`config.mk`:
```
export PLATFORM = sky130hd
export DESIGN_NAME = filter_ctrl_ramp_flat
export DESIGN_NICKNAME = d
export VERILOG_FILES = /design/src/rtl/filter_ctrl_ramp_if.sv /design/src/rtl/filter_ctrl_ramp.sv /design/src/flat_wrapper.sv
export SDC_FILE = /design/constraint.sdc
export NUM_CORES = 1
export LEC_CHECK = 0
export CELL_PAD_IN_SITES_DETAIL_PLACEMENT = 0
export CELL_PAD_IN_SITES_GLOBAL_PLACEMENT = 2
export CORE_MARGIN = 1
export CORE_UTILIZATION = 42
export DETAILED_ROUTE_END_ITERATION = 10
export PLACE_DENSITY_LB_ADDON = 0.1
export RECOVER_POWER = 25
export SLEW_MARGIN = 20
export SYNTH_ARGS = -nofsm -noshare
export SYNTH_HDL_FRONTEND = slang
export SYNTH_SLANG_ARGS = --single-unit
```
`constraint.sdc`:
```
create_clock -name clk -period 4.7 [get_ports clk]
set_input_delay 0.705 -clock clk [delete_from_list [all_inputs] [get_ports clk]]
set_output_delay 0.705 -clock clk [all_outputs]
set_load 0.02 [all_outputs]
```
`src/rtl/filter_ctrl_ramp_if.sv`:
```
// Status/level inputs and slew-limited pump duty outputs of the two-pump filter sequencer.
// The controller takes the slave side; the sensing logic (or a bench) takes the master side.
interface filter_ctrl_ramp_if #(
    parameter int STATUS_W = 4,
    parameter int PWM_W    = 8
);
    logic [STATUS_W-1:0] status_data;
    logic                level_a_full;
    logic                level_b_empty;
    logic                fault_clr;
    logic [PWM_W-1:0]    pwm_duty_a;
    logic [PWM_W-1:0]    pwm_duty_b;
    logic [2:0]          state_o;
    logic                fault;

    modport master (output status_data, level_a_full, level_b_empty, fault_clr,
                    input  pwm_duty_a, pwm_duty_b, state_o, fault);
    modport slave  (input  status_data, level_a_full, level_b_empty, fault_clr,
                    output pwm_duty_a, pwm_duty_b, state_o, fault);
endinterface

```
`src/rtl/filter_ctrl_ramp.sv`:
```
// Two-pump filter sequencer: fill/drain state machine with fill timeout fault and
// soft-start slew limiting on both pump duties (instant ramp-down, stepped ramp-up).
module filter_ctrl_ramp #(
    parameter int STATUS_W       = 4,
    parameter int PWM_W          = 8,
    parameter int PWM_MAX        = 230,
    parameter int PWM_MIN        = 77,
    parameter int PUMP_B_CYCLES  = 250_000_000,
    parameter int FILL_TO_CYCLES = 500_000_000,
    parameter int RAMP_DIV       = 50_000,
    parameter int RAMP_STEP      = 4
) (
    input  logic               clk,
    input  logic               reset_n,
    filter_ctrl_ramp_if.slave  bus
);
    localparam logic [2:0] ST_STOP      = 3'd0;
    localparam logic [2:0] ST_FILLING   = 3'd1;
    localparam logic [2:0] ST_DRAIN_MIN = 3'd2;
    localparam logic [2:0] ST_DRAIN_MAX = 3'd3;
    localparam logic [2:0] ST_STOPPING  = 3'd4;
    localparam logic [2:0] ST_FAULT     = 3'd5;

    // +1 so the timers can represent their terminal value without wrapping
    localparam int FILL_W  = $clog2(FILL_TO_CYCLES + 1);
    localparam int DWELL_W = $clog2(PUMP_B_CYCLES + 1);
    localparam int DIV_W   = (RAMP_DIV > 1) ? $clog2(RAMP_DIV) : 1;

    logic [STATUS_W-1:0] status;
    logic [2:0]          state_reg, state_next;
    logic [FILL_W-1:0]   fill_timer_reg;
    logic [DWELL_W-1:0]  dwell_timer_reg;
    logic [DIV_W-1:0]    presc_reg;
    logic                fault_reg;
    logic                crit, fill_timeout, dwell_expired, ramp_tick;
    logic [PWM_W-1:0]    target [2];
    logic [PWM_W-1:0]    duty_q [2];

    assign status        = bus.status_data;
    assign crit          = |status;
    assign fill_timeout  = (fill_timer_reg == FILL_W'(FILL_TO_CYCLES - 1));
    assign dwell_expired = (dwell_timer_reg >= DWELL_W'(PUMP_B_CYCLES));
    assign ramp_tick     = (presc_reg == DIV_W'(RAMP_DIV - 1));

    always_comb begin
        state_next = state_reg;
        case (state_reg)
            ST_STOP:      if (crit) state_next = ST_FILLING;
            ST_FILLING: begin
                // timeout outranks the level switch so a stuck-full tank still faults
                if (!crit)                   state_next = ST_STOPPING;
                else if (fill_timeout)       state_next = ST_FAULT;
                else if (!bus.level_a_full)  state_next = ST_DRAIN_MIN;
            end
            ST_DRAIN_MIN: begin
                if (!crit)                   state_next = ST_STOPPING;
                else if (bus.level_b_empty)  state_next = ST_FILLING;
                else if (dwell_expired)      state_next = ST_DRAIN_MAX;
            end
            ST_DRAIN_MAX: begin
                if (!crit)                   state_next = ST_STOPPING;
                else if (bus.level_b_empty)  state_next = ST_FILLING;
            end
            ST_STOPPING:  if (bus.level_b_empty) state_next = ST_STOP;
            ST_FAULT:     if (bus.fault_clr)     state_next = ST_STOP;
            default:      state_next = ST_STOP;
        endcase
    end

    always_ff @(posedge clk or negedge reset_n) begin
        if (!reset_n) begin
            state_reg       <= ST_STOP;
            fault_reg       <= 1'b0;
            presc_reg       <= '0;
            fill_timer_reg  <= '0;
            dwell_timer_reg <= '0;
        end else begin
            state_reg      <= state_next;
            fault_reg      <= (state_next == ST_FAULT);
            presc_reg      <= ramp_tick ? '0 : presc_reg + 1'b1;
            fill_timer_reg <= (state_reg == ST_FILLING) ? fill_timer_reg + 1'b1 : '0;
            if (state_reg != ST_DRAIN_MIN)
                dwell_timer_reg <= '0;
            else if (!dwell_expired)
                dwell_timer_reg <= dwell_timer_reg + 1'b1;
        end
    end

    // index 0 = pump A (fill), index 1 = pump B (drain)
    always_comb begin
        target[0] = '0;
        target[1] = '0;
        case (state_reg)
            ST_FILLING: begin
                target[0] = PWM_W'(PWM_MAX);
                target[1] = bus.level_b_empty ? '0 : PWM_W'(PWM_MAX);
            end
            ST_DRAIN_MIN: target[1] = PWM_W'(PWM_MIN);
            ST_DRAIN_MAX: target[1] = PWM_W'(PWM_MAX);
            ST_STOPPING:  target[1] = bus.level_b_empty ? '0 : PWM_W'(PWM_MAX);
            default: ;
        endcase
    end

    genvar gi;
    generate
        for (gi = 0; gi < 2; gi++) begin : g_slew
            logic [PWM_W-1:0] duty_reg;
            logic             step_hits_target;

            // compare in 32 bits so a large step cannot wrap past the duty range
            assign step_hits_target = (32'(duty_reg) + 32'(RAMP_STEP)) >= 32'(target[gi]);

            always_ff @(posedge clk or negedge reset_n) begin
                if (!reset_n)
                    duty_reg <= '0;
                else if (target[gi] < duty_reg)
                    duty_reg <= target[gi];
                else if ((target[gi] > duty_reg) && ramp_tick)
                    duty_reg <= step_hits_target ? target[gi] : duty_reg + PWM_W'(RAMP_STEP);
            end

            assign duty_q[gi] = duty_reg;
        end
    endgenerate

    assign bus.pwm_duty_a = duty_q[0];
    assign bus.pwm_duty_b = duty_q[1];
    assign bus.state_o    = state_reg;
    assign bus.fault      = fault_reg;
endmodule
```
`src/flat_wrapper.sv`:
```
// flat-port wrapper written by rule: the top's interface ports become plain ports
module filter_ctrl_ramp_flat 
#(
    parameter int STATUS_W       = 4,
    parameter int PWM_W          = 8,
    parameter int PWM_MAX        = 230,
    parameter int PWM_MIN        = 77,
    parameter int PUMP_B_CYCLES  = 250_000_000,
    parameter int FILL_TO_CYCLES = 500_000_000,
    parameter int RAMP_DIV       = 50_000,
    parameter int RAMP_STEP      = 4
)
  (clk, reset_n, bus_status_data, bus_level_a_full, bus_level_b_empty, bus_fault_clr, bus_pwm_duty_a, bus_pwm_duty_b, bus_state_o, bus_fault);
  filter_ctrl_ramp_if #(.STATUS_W(STATUS_W), .PWM_W(PWM_W)) bus_i ();
  input  logic clk;
  input  logic reset_n;
  input wire logic [$bits(bus_i.status_data)-1:0] bus_status_data;
  input wire logic [$bits(bus_i.level_a_full)-1:0] bus_level_a_full;
  input wire logic [$bits(bus_i.level_b_empty)-1:0] bus_level_b_empty;
  input wire logic [$bits(bus_i.fault_clr)-1:0] bus_fault_clr;
  output wire logic [$bits(bus_i.pwm_duty_a)-1:0] bus_pwm_duty_a;
  output wire logic [$bits(bus_i.pwm_duty_b)-1:0] bus_pwm_duty_b;
  output wire logic [$bits(bus_i.state_o)-1:0] bus_state_o;
  output wire logic [$bits(bus_i.fault)-1:0] bus_fault;
  assign bus_i.status_data = bus_status_data;
  assign bus_i.level_a_full = bus_level_a_full;
  assign bus_i.level_b_empty = bus_level_b_empty;
  assign bus_i.fault_clr = bus_fault_clr;
  assign bus_pwm_duty_a = bus_i.pwm_duty_a;
  assign bus_pwm_duty_b = bus_i.pwm_duty_b;
  assign bus_state_o = bus_i.state_o;
  assign bus_fault = bus_i.fault;
  filter_ctrl_ramp #(.STATUS_W(STATUS_W), .PWM_W(PWM_W), .PWM_MAX(PWM_MAX), .PWM_MIN(PWM_MIN), .PUMP_B_CYCLES(PUMP_B_CYCLES), .FILL_TO_CYCLES(FILL_TO_CYCLES), .RAMP_DIV(RAMP_DIV), .RAMP_STEP(RAMP_STEP)) u_core (.clk(clk), .reset_n(reset_n), .bus(bus_i));
endmodule
```
Word-level counts from Yosys, hierarchy flattened
Cells that the tools add are included.
{"block": "totals", "register_bits": 93, "inputBits": 9, "output_inout_bits": 20, "wordCells": 63}
{"block": "op_classes", "n_addsub": 7, "order_cmp": 7, "eq_ne": 10, "muxes": 25, "n_reduce_logical": 7}
{"cell": "$ge A32 B8 Y1", "count": 2}
{"cell": "$mux W8", "count": 8}
{"cell": "$mux W28", "count": 2}
{"cell": "$mux W3", "count": 11}
{"cell": "$add A29 B1 Y29 const B", "count": 1}
{"cell": "$eq A29 B29 Y1 const B", "count": 1}
{"cell": "$mux W29", "count": 1}
{"cell": "$add A28 B1 Y28 const B", "count": 1}
{"cell": "$ge A28 B28 Y1 const B", "count": 1}
{"cell": "$pmux W8 S3", "count": 1}
{"cell": "$add A8 B3 Y9 const B", "count": 2}
{"cell": "$pmux W3 S6", "count": 1}
{"cell": "$add A16 B1 Y16 const B", "count": 1}
{"cell": "$add A8 B3 Y8 const B", "count": 2}
{"cell": "$eq A16 B16 Y1 const B", "count": 1}
{"cell": "$gt A8 B8 Y1", "count": 2}
{"cell": "$lt A8 B8 Y1", "count": 2}
{"cell": "$mux W16", "count": 1}
{"cell": "$eq A3 B3 Y1 const B", "count": 3}
{"cell": "$eq A3 B2 Y1 const B", "count": 2}
{"cell": "$reduce_bool A2 Y1", "count": 2}
{"cell": "$reduce_or A4 Y1", "count": 1}
{"cell": "$eq A3 B1 Y1 const B", "count": 1}
{"cell": "$logic_not A3 Y1", "count": 1}
{"cell": "4 further kinds", "count": 5}

Depth between registers and ports, before layout
Gate-level depths: netlist of run 1.
{"block": "logic_depth", "word_depth": 7, "depth_mapped": 14, "mapped_depth_nobuf": 12}

Worst setup path after synthesis of run 1
Ideal clock, no wire load.
{"block": "synth_timing", "path_kind": "reg2reg", "startpoint": "reg u_core.state_reg[1], in the netlist u_core.bus.state_o[1]", "endpoint": "reg u_core.g_slew[0].duty_reg[5], in the netlist u_core.bus.pwm_duty_a[5]", "setup_ns": 0.124, "t_arrival_ns": 3.261, "required_ns": 4.576, "setup_slack_ns": 1.315, "stages_incl_launch_ff": 13, "path_buffers": 3, "period_less_slack_ns": 3.385, "cell_sequence": "dfrtp_1 clkbuf_1 nand2b_1 nand2b_1 clkbuf_1 clkbuf_1 ha_1 a211o_1 a2111oi_0 o21a_1 o21ai_0 and2_1 a211o_1"}
{"block": "synth_between", "elab_chain_len": 6, "word_cells_on_any_way": 10, "classes_between": "3 x order compare; 1 x eq/ne; 4 x mux; 2 x reduce/logical"}
{"item": "start: declaration", "line": "filter_ctrl_ramp.sv:30", "text": "logic [2:0] state_reg, state_next;"}
{"item": "start signal: assignment", "line": "filter_ctrl_ramp.sv:78", "text": "state_reg <= state_next;"}
{"item": "$eq A3 B1 Y1 *", "line": "filter_ctrl_ramp.sv:93", "text": "case (state_reg)"}
{"item": "$mux W8 *", "line": "filter_ctrl_ramp.sv:93"}
{"item": "$ge A32 B8 Y1", "line": "filter_ctrl_ramp.sv:112", "text": "assign step_hits_target = (32'(duty_reg) + 32'(RAMP_STEP)) >= 32'(target[gi]);"}
{"item": "$mux W8", "line": "filter_ctrl_ramp.sv:120", "text": "duty_reg <= step_hits_target ? target[gi] : duty_reg + PWM_W'(RAMP_STEP);"}
{"item": "$mux W8", "line": "filter_ctrl_ramp.sv:119", "text": "else if ((target[gi] > duty_reg) && ramp_tick)"}
{"item": "$mux W8", "line": "filter_ctrl_ramp.sv:117", "text": "else if (target[gi] < duty_reg)"}
{"item": "end signal: assignment", "line": "filter_ctrl_ramp.sv:118", "text": "duty_reg <= target[gi];"}
{"item": "end signal: assignment", "line": "filter_ctrl_ramp.sv:120"}
{"item": "end: declaration", "line": "filter_ctrl_ramp.sv:108", "text": "logic [PWM_W-1:0] duty_reg;"}
Every way passes the cells marked *; elsewhere a longest branch is shown, timed or not. The select of a mux whose other input is x is not followed.
A chain may end at the register's enable or synchronous reset.

Final worst setup path of run 1
{"block": "layout_timing", "startpoint": "in bus_level_b_empty", "endpoint": "reg u_core.g_slew[1].duty_reg[1], in the netlist u_core.bus.pwm_duty_b[1]"}
{"block": "layout_between", "elab_chain_len": 6, "word_cells_on_any_way": 10, "classes_between": "3 x order compare; 5 x mux; 2 x reduce/logical"}
{"item": "start: declaration", "line": "flat_wrapper.sv:19", "text": "input wire logic [$bits(bus_i.level_b_empty)-1:0] bus_level_b_empty;"}
{"item": "$mux W8 *", "line": "filter_ctrl_ramp.sv:96, filter_ctrl_ramp.sv:100"}
{"item": "$pmux W8 S3 *", "line": "filter_ctrl_ramp.sv:93"}
{"item": "$ge A32 B8 Y1", "line": "filter_ctrl_ramp.sv:112"}
{"item": "$mux W8", "line": "filter_ctrl_ramp.sv:120"}
{"item": "$mux W8", "line": "filter_ctrl_ramp.sv:119"}
{"item": "$mux W8", "line": "filter_ctrl_ramp.sv:117"}
{"item": "end signal: assignment", "line": "filter_ctrl_ramp.sv:118"}
{"item": "end signal: assignment", "line": "filter_ctrl_ramp.sv:120"}
{"item": "end: declaration", "line": "filter_ctrl_ramp.sv:108"}
Marks and branches as above.

==> reports/results.txt, run 1 <==
status: completed
Max Cap Viol: 0
Clock Sink Count: 92
worst hold slack: 0.375 ns
Global Route Usage Sum: 19.9%
residual DRC count: 0
RR Startpoint: u_core.bus.state_o[1]
source of the critical timing path: bus_level_b_empty
area delta synth->final: 14.7%
Layout Cells excl Fill: 780
Post-synth EDFFs: 0
Finished Cell Area: 6200 um2
startpoint type of the worst setup path: primary input
Avg Cell Area, Syn: 9.35 um2
Slew Viols, Final: 0
Hold Crit Class: in2async
Gate Count Post-Synth: 578
Via Count: 4203
clock-pin slew on the worst setup and hold paths: 0.07 ns
clk_skew: 0.00768 ns
Final Util: 49.3%
PostCTS Resize Cnt: 0
global route overflow: 0
headroom to the max-slew limit: 43.9%
count of different cell masters after synthesis: 57
crit path time final: 3.50 ns
Async S/R FF share, synth: 100%
Clk Latency, worst-skew pair: 0.35 ns
busiest grt layer: met2
Max Freq: 0.285 GHz
Synth Cell Area: 5400 um2
final setup vio count: 0
critical path fanouts, max: 8
Die Y: 115 um
R2R Setup Slk: 1.51 ns
initial antenna violation count: 0
H-tree depth: 3
largest net degree at the start of global routing: 76
final wirelength: 12.1 mm
DR vias/cell: 5.39
DR iter-0 viols: 322
Final ANT Viol Nets: 0
first-pass GRT wire length: 20.6 mm
Setup TNS: 0 ns
Ys Warns: 0
vias in the first global route: 4118
Worst-Margin Slew: 0.834 ns
routed len/inst: 15.6 um
hpwl dp: 8.35 mm
Final Net Count: 642
number of flip-flops in the largest register: 29
Crit Reg-Reg Endpoint: u_core.bus.pwm_duty_a[5]
share of post-route cells with drive strength above 1: 4.44%
Leakage: 2.70 nW
CP Capture Type: register
Primary FF master, synth: dfrtp_1
post-synthesis sequential area ratio: 42.6%
TritonCTS Buffers: 9
met3 Use GR: 5.02%
global-route met2 utilization: 31.7%
Syn Nets: 617
arrival time at the worst endpoint: 3.77 ns
Area after DPL: 5840 um2
Final Hold Fails: 0
first-pass iteration count of the detailed router: 4
Yosys reg bits: 92
core footprint: 12600 um2
Power Density: 514 nW/um2
RSZ-0062 raised after global routing: no
CTS Root Cell: clkbuf_16
Req. time, crit path: 4.97 ns
critical path class: in2reg
Hold Buf Count CTS: 0
port buffer count: 27
Max VDD drop: 0.000259 V
Starting Density: 43.0%
GR met1 Demand/Resource: 26.9%
DIE WIDTH: 115 um
routability cong.: 0.820
row cnt: 41
die area: 13300 um2
placed insts: 764
r2r worst-path depth: 10
CTS Buffer Depth: 2
diode count: 0
CTS tree: built
Ports: 29
period utilization: 74.6%
Post-CTS Setup Bufs: 0
## cells by family after synthesis
| group | after synthesis | synth area share (%) |
|---|---|---|
| adders and majority gates | 30 | 6.95 |
| DFF | 92 | 42.6 |
| muxes | 4 | 0.764 |
| and+or+nand+nor | 261 | 25.4 |
| xor gates and xnor gates | 60 | 9.72 |
| buffers and inverters | 41 | 2.99 |
| AOI/OAI and AO/OA | 89 | 11.5 |
| other | 1 | 0.0694 |
## worst max-delay path, stage by stage
cell             delay [ns]
clkdlybuf4s50_1        0.52
inv_1                  0.10
o211ai_1               0.16
and2_1                 0.31
inv_1                  0.13
ha_1                   0.35
a211oi_1               0.09
o211ai_1               0.51
nor2_1                 0.21
o21ai_1                0.45
mux2i_1                0.24
## where the power goes
group	leakage, nW	internal (mW)	total, mW	switching [mW]
Clock	0.174	0.530	0.865	0.334
Combinational	1.29	0.552	1.34	0.792
Sequential	1.24	0.875	0.980	0.105
## how the worst max path moves through the flow
stage / end / slack [ns]
5_1_grt: u_core.bus.pwm_duty_b[3] / 0.99
6_report: u_core.bus.pwm_duty_b[1] / 1.20
2_1_floorplan: u_core.bus.pwm_duty_a[5] / 1.32
3_3_place_gp: u_core.bus.pwm_duty_b[0] / 0.94
3_5_place_dp: u_core.bus.pwm_duty_b[1] / 0.87
4_1_cts: u_core.bus.pwm_duty_b[1] / 1.22
## metal layers
layer | wire length [um] | part of all wire (%)
met1 | 6040 | 50
met2 | 5650 | 47
met3 | 315 | 2.6
met4 | 132 | 1.1
met5 | 0 | 0
## through the flow
step	total power [mW]	setup slack, ns
global route	3.44	0.992
global placement	2.33	0.943
detailed placement	2.34	0.866
CTS	3.24	1.22
finish	3.19	1.20
floorplan	1.91	1.32
## layout by cell type (no fill, tap or decap), drive strengths merged, types with 18 or more instances in the layout
master,Yosys,layout
xor2,42,42
a21oi,18,18
nand4,20,20
inv,25,28
and3,24,24
xnor2,18,18
clkdlybuf4s50,0,26
ha,30,30
nor2,70,70
nand3,37,37
dfrtp,92,92
o21ai,21,21
nand2,42,42
## synth_stat cells (4+ instances only)
cell       n  area share (%)
or3_1      7            0.81
ha_1      30             6.9
nor3_1     5            0.46
nor2_1    70             4.9
nor4_1     4            0.46
nand2_1   41             2.8
and4_1     6            0.97
nand2b_1  11             1.3
inv_1     25             1.7
and2_1     8            0.93
nand4_1   20             2.3
or4_1      5            0.69
dfrtp_1   92              43
nor2b_1    4            0.46
o31ai_1    6            0.83
nor3b_1    4            0.56
nand3_1   37             3.4
xnor2_1   18             2.9
nor4b_1    5            0.81
clkbuf_1  10            0.69
o21ai_0   19             1.8
xor2_1    42             6.8
and3_1    24             2.8
a21oi_1   18             1.7
o21a_1     6            0.83
o211ai_1  11             1.5
## area by class of cell
type	instances	area (um2)
Sequential cell	92	2300
Clock inverter	7	130
Fill cell	1200	6370
Multi-Input combinational cell	445	2940
Timing Repair Buffer	30	294
Tap cell	172	215
Inverter	25	93.8
Clock buffer	9	225
(Power assumes the default switching activity.)
==> run 2, diff against run 1 <==
--- a/config.mk
+++ b/config.mk
@@ -8,7 +8,7 @@
 export CELL_PAD_IN_SITES_DETAIL_PLACEMENT = 0
 export CELL_PAD_IN_SITES_GLOBAL_PLACEMENT = 2
 export CORE_MARGIN = 1
-export CORE_UTILIZATION = 42
+export CORE_UTILIZATION = 35
 export DETAILED_ROUTE_END_ITERATION = 10
 export PLACE_DENSITY_LB_ADDON = 0.1
 export RECOVER_POWER = 25
==> constraint.sdc (replaced) <==
create_clock -name clk -period 2.95 [get_ports clk]
set_input_delay 0.4425 -clock clk [delete_from_list [all_inputs] [get_ports clk]]
set_output_delay 0.4425 -clock clk [all_outputs]
set_load 0.02 [all_outputs]
==> run 2 against run 1 <==
Against the previous run: via count increased by 3.2%; the run now ends with max-capacitance violations, max-slew violations left; clock skew about the same; critical endpoint is now u_core.bus.pwm_duty_a[6]; final cell count increased by 5.8%; total power increased by 62%; clock-buffer cell count increased by 2; utilization decreased by 7.2 points.
==> reports/results.txt, run 2 (synthesis gave the netlist of run 1 again) <==
Worst path top cell family by delay: compound AO/OA/AOI/OAI gates (unchanged)
failing checks: max-capacitance violations, max-slew violations
number of flip-flops in the largest register: 29 (unchanged)
RR Startpoint: u_core.bus.state_o[1] (unchanged)
Global Route Usage Sum: 17.6% (was 19.9%)
crit path time final: 2.77 ns
slowest stage delay, CP: 0.39 ns (was 0.52 ns)
port buffer count: 27 (unchanged)
multi-input logic area: 2960 um2 (was 2940 um2)
r2r worst-path depth: 10 (unchanged)
clk_skew: 0.00816 ns (was 0.00768 ns)
Crit Reg-Reg Endpoint: u_core.bus.pwm_duty_a[6] (was u_core.bus.pwm_duty_a[5])
area delta synth->final: 18.1% (was 14.7%)
Layout Cells excl Fill: 825 (was 780)
Slew Viols, Final: 63 (was 0)
residual DRC count: 0 (unchanged)
Hold Buf Count CTS: 0 (unchanged)
routability cong.: 0.867 (was 0.820)
Starting Density: 35.7% (was 43.0%)
first-pass GRT wire length: 22.1 mm (was 20.6 mm)
routed len/inst: 15.7 um (was 15.6 um)
H-tree depth: 3 (unchanged)
fill count: 1486 (was 1200)
Post-CTS Setup Bufs: 0 (unchanged)
net switching power: 2.05 mW (was 1.23 mW)
largest net degree at the start of global routing: 63 (was 76)
CTS tree: built (unchanged)
headroom to the max-slew limit: -9.37% (was 43.9%)
Final Net Count: 671 (was 642)
R2R Setup Slk: 0.18 ns (was 1.51 ns)
Final Hold Fails: 0 (unchanged)
Critical-path top delay cell: dfrtp_2 (was clkdlybuf4s50_1)
arrival time at the worst endpoint: 3.00 ns (was 3.77 ns)
Max VDD drop: 0.000403 V (was 0.000259 V)
Req. time, crit path: 3.18 ns (was 4.97 ns)
Setup TNS: 0 ns (unchanged)
Max Cap Viol: 1 (was 0)
die area: 15900 um2 (was 13300 um2)
clock-pin slew on the worst setup and hold paths: 0.07 ns (about the same)
row cnt: 45 (was 41)
placed insts: 809 (was 764)
period utilization: 93.9%
Clock Sink Count: 92 (unchanged)
Final Util: 42.1% (was 49.3%)
critical path class: reg2reg (was in2reg)
CTS Root Cell: clkbuf_16 (unchanged)
Ports: 29 (unchanged)
startpoint type of the worst setup path: register (was primary input)
Via Count: 4336 (was 4203)
Hold Crit Class: in2async (unchanged)
met3 Use GR: 2.68% (was 5.02%)
critical path fanouts, max: 5 (was 8)
global-route met2 utilization: 28.7% (was 31.7%)
commonest non-fill, non-tap cell in the layout: dfrtp_1 (unchanged)
CTS Buffer Depth: 2 (unchanged)
PnR Total Power: 5.17 mW (was 3.19 mW)
first-pass iteration count of the detailed router: 4 (unchanged)
share of post-route cells with drive strength above 1: 9.58% (was 4.44%)
DIE WIDTH: 126 um (was 115 um)
busiest grt layer: met2 (unchanged)
CP Capture Type: register (unchanged)
DR iter-0 viols: 190 (was 322)
initial antenna violation count: 0 (unchanged)
diode count: 0 (unchanged)
TritonCTS Buffers: 9 (unchanged)
hpwl dp: 9.28 mm (was 8.35 mm)
Leakage: 2.81 nW (was 2.70 nW)
Finished Cell Area: 6380 um2 (was 6200 um2)
Final ANT Viol Nets: 0 (unchanged)
vias in the first global route: 4411 (was 4118)
RSZ-0062 raised after global routing: no (unchanged)
commonest non-fill, non-tap cells in the layout: dfrtp_1, nor2_1, xor2_1 (unchanged)
clock share of power: 22.0% (was 27.1%)
Clk Latency, worst-skew pair: 0.35 ns (about the same)
switching share of power: 39.6% (was 38.6%)
final setup vio count: 0 (unchanged)
DR vias/cell: 5.26 (was 5.39)
worst path cell trace: nand2b_1 > nand2b_1 > buf_4 > ha_1 > a211o_1 > a2111oi_2 > o21a_1 > o21ai_0 > and2_1 > a211o_1 (was clkdlybuf4s50_1 > inv_1 > o211ai_1 > and2_1 > inv_1 > ha_1 > a211oi_1 > o211ai_1 > nor2_1 > o21ai_1 > mux2i_1)
CP bufs+invs: 1 (was 3)
core footprint: 15100 um2 (was 12600 um2)
Sequential Power Share: 29.6% (was 30.7%)
global route overflow: 0 (unchanged)
Die Y: 126 um (was 115 um)
Worst-Margin Slew: 1.64 ns (was 0.834 ns)
Area after DPL: 6090 um2 (was 5840 um2)
status: complete, but fails checks (was completed)
Power Density: 810 nW/um2 (was 514 nW/um2)
sequential cell area: 2300 um2 (about the same)
Comb pwr share: 48.4% (was 42.1%)
Internal: 3.12 mW (was 1.96 mW)
Max Freq: 0.361 GHz
GR met1 Demand/Resource: 23.3% (was 26.9%)
final wirelength: 12.9 mm (was 12.1 mm)
[run 2: area by class of cell]
| class | instances | share of cell area (%) |
|---|---|---|
| timing repair buffer | 59 | 7.92 |
| clock buffer | 11 | 3.96 |
| tap | 188 | 3.69 |
| multi-input combinational | 445 | 46.3 |
| inverter | 25 | 1.47 |
| clock inverter | 5 | 0.530 |
| sequential | 92 | 36.1 |
[run 2: worst max-delay path by stage]
stage                                        start                        to  slack (ns)  depth (start not counted)
after floorplan              u_core.bus.state_o[1]  u_core.bus.pwm_duty_a[5]        0.01                         12
after global placement           bus_level_b_empty  u_core.bus.pwm_duty_b[5]       -0.07                         11
after detailed placement         bus_level_b_empty  u_core.bus.pwm_duty_b[5]       -0.09                         11
after CTS                 u_core.bus.pwm_duty_b[2]  u_core.bus.pwm_duty_b[0]        0.14                         10
after global routing      u_core.bus.pwm_duty_b[2]  u_core.bus.pwm_duty_b[1]        0.02                         10
final                        u_core.bus.state_o[1]  u_core.bus.pwm_duty_a[6]        0.18                         10
[run 2: what timing repair did]
item                                    CTS  global route
gates resized for setup                   0             3
endpoints found under the setup margin    0             9
hold endpoints to repair                  0             0
[run 2: metrics by stage]
step                hold WS, ns  worst slack, ns
finish                    0.479            0.179
global route              0.505           0.0198
CTS                       0.220            0.144
detailed placement        0.479          -0.0877
global placement          0.466          -0.0701
floorplan                 0.147           0.0137
[run 2: per-layer routing]
layer / part of all wire [%] / routed length, um / vias to the layer above
met5: 0 / 0 / -
met4: 1.9 / 243 / 0
met3: 2.5 / 319 / 16
met2: 47 / 6030 / 60
met1: 49 / 6340 / 2103
li1: - / - / 2157
[run 2: power groups by stage]
stage	clock network, mW	registers [mW]	logic, mW
after floorplan	0	1.66	1.45
after global placement	0	1.55	2.46
after detailed placement	0	1.55	2.48
after CTS	1.18	1.53	2.50
after global routing	1.22	1.55	2.79
final	1.14	1.53	2.50
==> run 3, diff against run 2 <==
--- a/config.mk
+++ b/config.mk
@@ -12,6 +12,7 @@
 export DETAILED_ROUTE_END_ITERATION = 10
 export PLACE_DENSITY_LB_ADDON = 0.1
 export RECOVER_POWER = 25
+export SETUP_SLACK_MARGIN = 0.3
 export SLEW_MARGIN = 20
 export SYNTH_ARGS = -nofsm -noshare
 export SYNTH_HDL_FRONTEND = slang
==> run 3 against run 2 <==
Against the previous run: the run still ends with max-capacitance violations, max-slew violations left; register-to-register slack better by 0.17 ns; final cell count up 1.6%; clock-buffer cell count down 1; via count up 2.6%; maximum frequency up 6.7%; global-route usage down 0.37 points; critical path depth up 1; critical endpoint is now u_core.bus.pwm_duty_b[6]; largest cell class unchanged.
==> reports/results.txt, run 3 (synthesis gave the netlist of run 1 again) <==
Finished Cell Area: 6720 um2 (was 6380 um2)
Starting Density: 35.7% (unchanged)
hold_sp: u_core.fill_timer_reg[0]
clk_skew: 0.00643 ns (was 0.00816 ns)
final setup vio count: 0 (unchanged)
worst hold slack: 0.484 ns (was 0.479 ns)
area delta synth->final: 24.3% (was 18.1%)
residual DRC count: 0 (unchanged)
Worst-Margin Slew: 2.18 ns (was 1.64 ns)
share of post-route cells with drive strength above 1: 16.6% (was 9.58%)
critical path fanouts, max: 5 (unchanged)
Global Route Usage Sum: 17.2% (was 17.6%)
CP Capture Type: register (unchanged)
final wirelength: 13.1 mm (was 12.9 mm)
most used cell, CP: o211ai_1
Clk Latency, worst-skew pair: 0.35 ns (about the same)
core footprint: 15100 um2 (unchanged)
Power Density: 855 nW/um2 (was 810 nW/um2)
die area: 15900 um2 (unchanged)
DR iter-0 viols: 227 (was 190)
crit path time final: 2.60 ns (was 2.77 ns)
CTS Buffer Depth: 2 (unchanged)
WHS Endpoint: u_core.fill_timer_reg[0]
arrival time at the worst endpoint: 2.84 ns (was 3.00 ns)
first-pass iteration count of the detailed router: 5 (was 4)
H-tree depth: 3 (unchanged)
TritonCTS Buffers: 9 (unchanged)
commonest non-fill, non-tap cell in the layout: dfrtp_1 (unchanged)
vias in the first global route: 4296 (was 4411)
status: complete, but fails checks (unchanged)
placed insts: 806 (was 809)
Final ANT Viol Nets: 0 (unchanged)
PnR Total Power: 5.75 mW (was 5.17 mW)
met2 WL post-DR: 6.14 mm (was 6.03 mm)
port buffer count: 27 (unchanged)
routability cong.: 0.847 (was 0.867)
Area after DPL: 6110 um2 (was 6090 um2)
Sequential Power Share: 27.2% (was 29.6%)
RR Startpoint: u_core.bus.pwm_duty_b[3] (was u_core.bus.state_o[1])
routed wl met3: 345 um (was 319 um)
Comb pwr share: 50.8% (was 48.4%)
routed len/inst: 15.7 um (about the same)
Critical-path top delay cell: dfrtp_2 (unchanged)
net switching power: 2.19 mW (was 2.05 mW)
failing checks: max-capacitance violations, max-slew violations (unchanged)
critical path class: reg2reg (unchanged)
row cnt: 45 (unchanged)
r2r worst-path depth: 11 (was 10)
Die Y: 126 um (unchanged)
R2R Setup Slk: 0.35 ns (was 0.18 ns)
Max Cap Viol: 1 (unchanged)
clock-pin slew on the worst setup and hold paths: 0.07 ns (about the same)
switching share of power: 38.1% (was 39.6%)
fill count: 1501 (was 1486)
Via Count: 4449 (was 4336)
Hold Crit Class: reg2reg (was in2async)
Top Metal Used: met4 (unchanged)
source of the critical timing path: u_core.bus.pwm_duty_b[3] (was u_core.bus.state_o[1])
Final Net Count: 686 (was 671)
headroom to the max-slew limit: -45.2% (was -9.37%)
CTS Root Cell: clkbuf_16 (unchanged)
Setup TNS: 0 ns (unchanged)
period utilization: 88.0% (was 93.9%)
M1 WL: 6.44 mm (was 6.34 mm)
Final Hold Fails: 0 (unchanged)
global route overflow: 0 (unchanged)
Internal: 3.56 mW (was 3.12 mW)
slowest stage delay, CP: 0.44 ns (was 0.39 ns)
DP Worst Slack: -0.0802 ns (was -0.0877 ns)
commonest non-fill, non-tap cells in the layout: dfrtp_1, nor2_1, buf_4 (was dfrtp_1, nor2_1, xor2_1)
initial antenna violation count: 0 (unchanged)
first-pass GRT wire length: 21.5 mm (was 22.1 mm)
Clock Sink Count: 92 (unchanged)
Final Util: 44.3% (was 42.1%)
RSZ-0062 raised after global routing: yes (was no)
Slew Viols, Final: 40 (was 63)
Max Freq: 0.385 GHz (was 0.361 GHz)
number of flip-flops in the largest register: 29 (unchanged)
diode count: 0 (unchanged)
Crit Reg-Reg Endpoint: u_core.bus.pwm_duty_b[6] (was u_core.bus.pwm_duty_a[6])
hpwl dp: 9.21 mm (was 9.28 mm)
Max VDD drop: 0.000374 V (was 0.000403 V)
worst path cell trace: and3_4 > nand3_2 > xnor2_2 > ha_1 > o211a_1 > o211ai_1 > o211ai_1 > buf_4 > a2bb2oi_1 > o41ai_1 > a22o_1 (was nand2b_1 > nand2b_1 > buf_4 > ha_1 > a211o_1 > a2111oi_2 > o21a_1 > o21ai_0 > and2_1 > a211o_1)
Leakage: 2.92 nW (was 2.81 nW)
largest net degree at the start of global routing: 40 (was 63)
Worst Hold Path Cells: 1
startpoint type of the worst setup path: register (unchanged)
final worst slack: 0.354 ns (was 0.179 ns)
clock share of power: 21.9% (was 22.0%)
Layout Cells excl Fill: 838 (was 825)
Req. time, crit path: 3.20 ns (was 3.18 ns)
DIE WIDTH: 126 um (unchanged)
CTS tree: built (unchanged)
Ports: 29 (unchanged)
DR vias/cell: 5.31 (was 5.26)
==> run 3: cell count changes in the layout (fill, tap and decap cells not counted), moves of 3 or more <==
cell,change
ha_1,-5
dfrtp_1,-4
nand2b_4,+3
dfrtp_2,+4
buf_4,+12
inv_1,-4
nor2_1,-3
nand2b_1,-3
ha_4,+4
nand3_1,-3
==> run 3: worst max path at each step <==
stage | endpoint | cells after the start
after floorplan | u_core.bus.pwm_duty_a[5] | 12
after global placement | u_core.bus.pwm_duty_b[2] | 11
after detailed placement | u_core.bus.pwm_duty_b[2] | 11
after CTS | u_core.bus.pwm_duty_a[6] | 10
after global routing | u_core.bus.pwm_duty_b[5] | 11
final | u_core.bus.pwm_duty_b[6] | 11
==> run 3: power by group through the flow <==
stage          sequential (mW)  combinational, mW  clock [mW]
6_report                  1.56               2.92        1.26
5_1_grt                   1.58               3.22        1.35
4_1_cts                   1.55               2.65        1.30
3_5_place_dp              1.58               2.53           0
3_3_place_gp              1.57               2.50           0
2_1_floorplan             1.66               1.56           0
==> run 3: cell type report <==
cell class                 instances  area [um2]  share of cell area [%]
clock buffer                      10         239                    3.56
clock inverter                     4        73.8                    1.10
inverter                          25         100                    1.49
multi-input combinational        445        3140                    46.7
sequential                        92        2310                    34.4
tap                              188         235                    3.50
timing repair buffer              74         624                    9.30
==> run 3: critical path, delay by kind of cell, from the launching register on <==
kind	cells	cell delay [ns]
AO/OA/AOI/OAI	6	1.06
XOR/XNOR	1	0.18
adder cells (fa/ha/maj)	1	0.30
buffers and inverters	1	0.20
flip-flops	1	0.44
AND/OR/NAND/NOR	2	0.31
==> run 3: layer usage <==
metal	GRT usage, %	vias up
li1	-	2191
met1	23.0	2173
met2	27.4	69
met3	3.23	16
met4	7.09	0
met5	0	-
==> run 3: timing repair <==
action,4_1_cts,5_1_grt
pin swaps,3,17
resized for setup,8,32
setup endpoints to repair,10,12
cloned,0,0
buffers inserted,7,11
hold buffers,0,0
